==> src/rtl/wb_mem_arbiter_pkg.sv <==
// Shared types and Wishbone B3 constants for the two-master main-RAM arbiter.
package wb_mem_arbiter_pkg;

   typedef enum logic [1:0] {
      IDLE = 2'b00,
      GNT0 = 2'b01,
      GNT1 = 2'b10
   } arb_state_e;

   localparam logic [2:0] CLASSIC = 3'b000;
   localparam logic [2:0] CONST   = 3'b001;
   localparam logic [2:0] INCR    = 3'b010;
   localparam logic [2:0] EOB     = 3'b111;

   localparam logic [1:0] LINEAR  = 2'b00;
   localparam logic [1:0] WRAP4   = 2'b01;
   localparam logic [1:0] WRAP8   = 2'b10;
   localparam logic [1:0] WRAP16  = 2'b11;

endpackage

==> src/rtl/wb_arb_watchdog.sv <==
// Stall watchdog: pulses expire on the TIMEOUT-th consecutive unterminated strobe cycle.
module wb_arb_watchdog
   import wb_mem_arbiter_pkg::*;
#(
   parameter int TIMEOUT = 255
) (
   input  logic clk,
   input  logic rst,
   input  logic active,
   input  logic term,
   output logic expire
);

   generate
      if (TIMEOUT == 0) begin : g_off
         logic unused_wd;
         assign unused_wd = clk ^ rst ^ active ^ term;
         assign expire    = 1'b0;
      end else begin : g_on
         localparam int CW = $clog2(TIMEOUT + 1);
         logic [CW-1:0] count;

         // count holds completed stall cycles, so the current cycle is the
         // (count+1)-th stall; fire when that reaches TIMEOUT.
         assign expire = active && !term && (count == CW'(TIMEOUT - 1));

         always_ff @(posedge clk or posedge rst) begin
            if (rst) begin
               count <= '0;
            end else if (!active || term || expire) begin
               count <= '0;
            end else begin
               count <= count + CW'(1);
            end
         end
      end
   endgenerate

endmodule

==> src/rtl/wb_mem_arbiter.sv <==
// Round-robin Wishbone B3 arbiter: OR1200 ibus (m0) and dbus (m1) onto one RAM slave.
module wb_mem_arbiter
   import wb_mem_arbiter_pkg::*;
#(
   parameter int AW      = 32,
   parameter int DW      = 32,
   parameter int TIMEOUT = 255
) (
   input  logic            wb_clk_i,
   input  logic            wb_rst_i,
   input  logic [AW-1:0]   m0_adr_i,
   input  logic [DW-1:0]   m0_dat_i,
   input  logic [DW/8-1:0] m0_sel_i,
   input  logic            m0_we_i,
   input  logic            m0_cyc_i,
   input  logic            m0_stb_i,
   input  logic [2:0]      m0_cti_i,
   input  logic [1:0]      m0_bte_i,
   output logic [DW-1:0]   m0_dat_o,
   output logic            m0_ack_o,
   output logic            m0_err_o,
   output logic            m0_rty_o,
   input  logic [AW-1:0]   m1_adr_i,
   input  logic [DW-1:0]   m1_dat_i,
   input  logic [DW/8-1:0] m1_sel_i,
   input  logic            m1_we_i,
   input  logic            m1_cyc_i,
   input  logic            m1_stb_i,
   input  logic [2:0]      m1_cti_i,
   input  logic [1:0]      m1_bte_i,
   output logic [DW-1:0]   m1_dat_o,
   output logic            m1_ack_o,
   output logic            m1_err_o,
   output logic            m1_rty_o,
   output logic [AW-1:0]   s_adr_o,
   output logic [DW-1:0]   s_dat_o,
   output logic [DW/8-1:0] s_sel_o,
   output logic            s_we_o,
   output logic            s_cyc_o,
   output logic            s_stb_o,
   output logic [2:0]      s_cti_o,
   output logic [1:0]      s_bte_o,
   input  logic [DW-1:0]   s_dat_i,
   input  logic            s_ack_i,
   input  logic            s_err_i,
   input  logic            s_rty_i,
   output logic [1:0]      dbg_state
);

   arb_state_e state, state_nxt;
   logic       last;
   logic       gnt_stb;
   logic       term;
   logic       expire;

   assign dbg_state = state;
   assign m0_dat_o  = s_dat_i;
   assign m1_dat_o  = s_dat_i;
   assign term      = s_ack_i | s_err_i | s_rty_i;
   assign gnt_stb   = ((state == GNT0) && m0_stb_i) || ((state == GNT1) && m1_stb_i);

   wb_arb_watchdog #(.TIMEOUT(TIMEOUT)) u_watchdog (
      .clk    (wb_clk_i),
      .rst    (wb_rst_i),
      .active (gnt_stb),
      .term   (term),
      .expire (expire)
   );

   always_ff @(posedge wb_clk_i or posedge wb_rst_i) begin
      if (wb_rst_i) begin
         state <= IDLE;
         last  <= 1'b1;
      end else begin
         state <= state_nxt;
         if (state_nxt == GNT0 && state != GNT0) begin
            last <= 1'b0;
         end else if (state_nxt == GNT1 && state != GNT1) begin
            last <= 1'b1;
         end
      end
   end

   // Grant is held for the whole cyc, so bursts are never split between masters.
   always_comb begin
      state_nxt = state;
      case (state)
         IDLE: begin
            if (m0_cyc_i && m1_cyc_i) state_nxt = last ? GNT0 : GNT1;
            else if (m0_cyc_i)        state_nxt = GNT0;
            else if (m1_cyc_i)        state_nxt = GNT1;
         end
         GNT0:    if (!m0_cyc_i) state_nxt = m1_cyc_i ? GNT1 : IDLE;
         GNT1:    if (!m1_cyc_i) state_nxt = m0_cyc_i ? GNT0 : IDLE;
         default: state_nxt = IDLE;
      endcase
   end

   always_comb begin
      s_adr_o  = '0;
      s_dat_o  = '0;
      s_sel_o  = '0;
      s_we_o   = 1'b0;
      s_cyc_o  = 1'b0;
      s_stb_o  = 1'b0;
      s_cti_o  = '0;
      s_bte_o  = '0;
      m0_ack_o = 1'b0;
      m0_err_o = 1'b0;
      m0_rty_o = 1'b0;
      m1_ack_o = 1'b0;
      m1_err_o = 1'b0;
      m1_rty_o = 1'b0;
      case (state)
         GNT0: begin
            s_adr_o  = m0_adr_i;
            s_dat_o  = m0_dat_i;
            s_sel_o  = m0_sel_i;
            s_we_o   = m0_we_i;
            s_cyc_o  = m0_cyc_i;
            s_stb_o  = m0_stb_i && !expire;
            s_cti_o  = m0_cti_i;
            s_bte_o  = m0_bte_i;
            m0_ack_o = s_ack_i;
            m0_err_o = s_err_i | expire;
            m0_rty_o = s_rty_i;
         end
         GNT1: begin
            s_adr_o  = m1_adr_i;
            s_dat_o  = m1_dat_i;
            s_sel_o  = m1_sel_i;
            s_we_o   = m1_we_i;
            s_cyc_o  = m1_cyc_i;
            s_stb_o  = m1_stb_i && !expire;
            s_cti_o  = m1_cti_i;
            s_bte_o  = m1_bte_i;
            m1_ack_o = s_ack_i;
            m1_err_o = s_err_i | expire;
            m1_rty_o = s_rty_i;
         end
         default: ;
      endcase
   end

endmodule
==> config.mk <==
export PLATFORM = sky130hd
export DESIGN_NAME = wb_mem_arbiter
export DESIGN_NICKNAME = d
export VERILOG_FILES = /design/src/rtl/wb_mem_arbiter_pkg.sv /design/src/rtl/wb_arb_watchdog.sv /design/src/rtl/wb_mem_arbiter.sv
export SDC_FILE = /design/constraint.sdc
export NUM_CORES = 1
export LEC_CHECK = 0
export ABC_CLOCK_PERIOD_IN_PS = 3100
export BUFFER_PORTS_ARGS = -buffer_cell sky130_fd_sc_hd__clkbuf_2
export CAP_MARGIN = 10
export CELL_PAD_IN_SITES_DETAIL_PLACEMENT = 1
export CELL_PAD_IN_SITES_GLOBAL_PLACEMENT = 1
export CORE_AREA = 8 8 126 128
export DETAILED_ROUTE_END_ITERATION = 10
export DIE_AREA = 0 0 134 136
export PLACE_DENSITY = 0.76
export SYNTH_ARGS = -nofsm -noshare
export SYNTH_HDL_FRONTEND = slang
export SYNTH_HIERARCHICAL = 1
export SYNTH_SLANG_ARGS = --single-unit
==> constraint.sdc <==
create_clock -name wb_clk_i -period 3.1 [get_ports wb_clk_i]
set_clock_uncertainty 0.15 [all_clocks]
set_input_delay 0.465 -clock wb_clk_i [delete_from_list [all_inputs] [get_ports wb_clk_i]]
set_output_delay 0.465 -clock wb_clk_i [all_outputs]
set_load 0.05 [all_outputs]
==> results by stage <==
Global route:
- The initial antenna violation count came to 1.
- The global-route congestion overflow total is 0.
- The first global-routing pass estimated between 15 and 20 mm of wire.
- The number of global-route vias before repair was about 3300.
- The overall track demand over capacity in global routing is 0.122.
- The largest net degree at the start of global routing is 81.

Route:
- The violation count after the first detailed-routing iteration is around 130.
- In the routed layout, each cell is associated on average with a via count of between 4 and 5.
- The detail-routed net length per standard cell is 17.8 um.
- The total wirelength of the detailed-routed design is 11.9 mm.
- The count of nets left with antenna violations after detail routing is 0.
- The via count of the routed design is between 2000 and 3000.
- The number of detailed-route iterations in the first pass is 4.
- The final routed DRC violation total is 0.

Setup path:
- The arrival time reported for the critical path endpoint is 2.20 ns.
- In this design, the stage delay of the slowest critical-path cell is 0.47 ns.
- The worst setup path is launched from a flip-flop.
- Walking the worst path, the cells encountered are inv_1, ha_1, a22o_1, nand2b_1, nor3_2, o21a_1, buf_12.
- The dominant delay contributor by cell family on the critical path is flip-flops.
- Along the worst path, the maximum fanout reaches 8.
- The critical path contains buffers and inverters numbering 2 combined.
- Among all stages on the critical path, the largest delay is contributed by sky130_fd_sc_hd__dfrtp_1.
- The endpoint required time on the critical path is around 2.5 ns.
- STA classifies the critical path endpoint as an output pin.
- The critical setup path kind is flip-flop to output pin.

Clocking:
- TritonCTS built the clock tree.
- The clock-pin slew reported for the worst setup and hold paths after clock tree synthesis is roughly 0.04 ns.
- The later pin in the worst-skew pair is clocked with a latency of around 0.24 ns.
- The number of buffers inserted during clock tree synthesis is 3.
- The CTS sink count is 11.
- CTS built an H-tree with a depth of 1.
- The clock tree root driver cell is sky130_fd_sc_hd__clkbuf_16.
- In this run the deepest clock path goes through 2 buffers.

STA:
- The highest attainable clock frequency is roughly 360 MHz.
- The share of the clock period used by the worst path is 0.907.
- The max-slew violation count is 0.
- For the pin with the worst max-slew slack, the measured transition is ~0.5 ns.
- The shortest clock period the worst path allows after layout is ~2.8 ns.
- The hold violation count in the final report was 0.
- Setup violations remaining at the end of the flow were counted as 0.
- Setup repair after global routing left no endpoint under its margin.
- In the final timing run, aggregate negative setup slack is 0 ns.
- The final worst slack is 0.287 ns.
- The remaining max-slew budget at the tightest pin is 0.660.

Pwr:
- The sequential power share is 0.054.
- Of the total power, the share spent switching nets is 0.650.
- IR analysis of the VDD net gives a maximum drop of approximately 0.00046 V.
- The combinational share of power is 0.883.
- The net switching power figure is approximately 2.4 mW.
- Of the total power, the clock network draws 0.063.
- Power spread over the standard cell area amounts to around 1100 nW/um2.
- For this design the static power due to leakage is between 1.5 and 2 nW.
- The internal power summed over all cells is around 1.3 mW.

Synthesis:
- The dominant cell type by area after synthesis is sky130_fd_sc_hd__a22oi_1.
- The count of warnings emitted by yosys is 6.
- Ranked by total cell area, the synthesized netlist is headed by sky130_fd_sc_hd__a22oi_1 (23%), sky130_fd_sc_hd__buf_4 (20%), sky130_fd_sc_hd__nor2b_1 (19%).
- The synthesized cell area is 2440 um2.
- The number of nets in the synthesized netlist is ~520.
- The sequential cell area fraction in the yosys report is 0.113.
- Of the post-synthesis cell area, the dominant cell type holds 0.234.
- The cell count after synthesis came out at around 320.
- The number of different library cells used by synthesis comes to 42.
- Averaged over all synthesized cells, the footprint is roughly 7.5 um2.
- The count of state elements after synthesis is 11.

Place:
- Routability-driven placement finished with a final weighted congestion of about 0.73.
- The cell area after placement is ~3400 um2.
- The total half-perimeter wirelength after legalization and detailed placement is approximately 10 mm.
- The count of input and output buffers is between 200 and 250.
- Before CTS, the worst setup slack after placement is around 0.37 ns.

Floorplan:
- During I/O placement, the number of pins put on the boundary was 337.
- The starting density of the core is 0.174.
- Measured along the y axis, the die boundary spans 136 um.
- The placeable core region is approximately 14000 um2.
- The die is approximately 130 um wide.
- Row generation in the floorplan step produced 44 rows.
- The floorplan step defined a die boundary enclosing 18200 um2.

Run status:
- The flow ran to the end, and the final reports show no timing, DRC or antenna violations.

Final layout:
- The final layout contains 681 nets.
- The share of post-route cells with drive strength above 1 is 0.542.
- After routing the design area is 3450 um2.
- The count of fill cells added during filler insertion is approximately 1800.
- From synthesis to final layout, the design area changed by 41.2%.

Flow run:
- Across the run, the number of max-cap violations was 0.

Worst hold path:
- In this run the worst hold path is classified as flip-flop to flip-flop.
final timing paths:
check / startpoint / depth (start not counted) / endpoint / slack, ns
hold reg to reg: u_watchdog/g_on.count[0] / 1 / u_watchdog/g_on.count[0] / 0.37
min in group asynchronous: wb_rst_i / 3 / dbg_state[0] / 0.49
hold / removal: u_watchdog/g_on.count[0] / 1 / u_watchdog/g_on.count[0] / 0.37
max in group asynchronous: wb_rst_i / 3 / u_watchdog/g_on.count[4] / 2.00
setup reg to reg: dbg_state[1] / 7 / last / 1.03
setup / recovery: dbg_state[0] / 7 / m0_err_o / 0.29
state kept, by name, summed over array words and instances (netlist names):
name	cells
dbg_state	2
last	1
u_watchdog/g_on.count	8
metal layers:
metal,up-vias,routed length (um),global-route usage
li1,1401,-,-
met1,1362,4640,0.139
met2,174,5720,0.203
met3,31,1320,0.0543
met4,2,191,0.0299
met5,-,13,0
final cells by class:
cell class	instances	area, um2	share of cell area
multi-input combinational	217	1550	0.450
timing repair buffer	246	1290	0.374
sequential	11	277	0.0802
tap	184	230	0.0668
clock buffer	4	78.8	0.0229
inverter	5	18.8	0.00544
antenna	1	2.50	0.000726
power by group through the flow:
| stage | Clock [mW] | Combinational (mW) | Sequential, mW |
|---|---|---|---|
| 2_1_floorplan | 0 | 2.70 | 0.229 |
| 3_3_place_gp | 0 | 3.28 | 0.195 |
| 3_5_place_dp | 0 | 3.29 | 0.200 |
| 4_1_cts | 0.240 | 3.30 | 0.198 |
| 5_1_grt | 0.244 | 3.47 | 0.203 |
| 6_report | 0.234 | 3.26 | 0.198 |
stage by stage:
step	cells	hold slack [ns]	power [mW]	util
final	668	0.365	3.69	0.246
after detailed placement	662	0.189	3.49	0.239
after global placement	662	0.183	3.48	0.239
after CTS	667	0.372	3.74	0.245
after global routing	667	0.389	3.92	0.245
after floorplan	324	0.0679	2.93	-
cell usage in the layout (no fill, tap or decap), types with 2 or more instances in the layout:
cell / instances
sky130_fd_sc_hd__nor2b_1: 76
sky130_fd_sc_hd__and2_1: 4
sky130_fd_sc_hd__o21ai_0: 2
sky130_fd_sc_hd__clkbuf_16: 3
sky130_fd_sc_hd__nand4_1: 2
sky130_fd_sc_hd__clkbuf_2: 238
sky130_fd_sc_hd__buf_12: 3
sky130_fd_sc_hd__inv_1: 5
sky130_fd_sc_hd__ha_1: 5
sky130_fd_sc_hd__o21a_1: 3
sky130_fd_sc_hd__a21oi_1: 3
sky130_fd_sc_hd__xor2_1: 2
sky130_fd_sc_hd__ha_2: 3
sky130_fd_sc_hd__nor2_1: 8
sky130_fd_sc_hd__nand2_1: 2
sky130_fd_sc_hd__a22oi_1: 76
sky130_fd_sc_hd__nand3_1: 4
sky130_fd_sc_hd__or3_1: 2
sky130_fd_sc_hd__buf_4: 4
sky130_fd_sc_hd__o21bai_1: 2
sky130_fd_sc_hd__nor3_1: 2
sky130_fd_sc_hd__dfrtp_1: 10
what timing repair did:
action                                  CTS  global route
hold endpoints to repair                  2             0
gates resized for setup                   0             1
setup buffers                             0             0
hold buffers                              1             0
endpoints found under the setup margin    0             2
Yosys cell counts, drive strengths merged:
cell type,n
nor2,8
a21boi,1
dfrtp,10
dfstp,1
or3b,1
o21ai,3
or3,2
ha,8
o22ai,1
a22o,1
and2,5
o21a,3
a211oi,1
mux2i,1
buf,80
nand4,3
nor3,3
a22oi,76
inv,5
nor2b,76
clkbuf,11
o21ba,1
a41oi,1
xor2,2
nand3,5
mux2,1
nand2,3
nand2b,1
nor3b,2
o21bai,2
xnor2,1
a21oi,3
a31oi,2
kinds of logic (layout without fill, tap and decap cells):
group,count (synthesis),in the layout,synth area share
buffers and inverters,96,255,0.262
and+or+nand+nor,109,109,0.272
muxes,2,2,0.00871
AOI/OAI and AO/OA,95,95,0.293
DFF,11,11,0.113
adders and majority gates,8,8,0.0410
other,0,1,0
xor gates and xnor gates,3,3,0.0108
No activity file was read; power rests on OpenSTA's default activity.
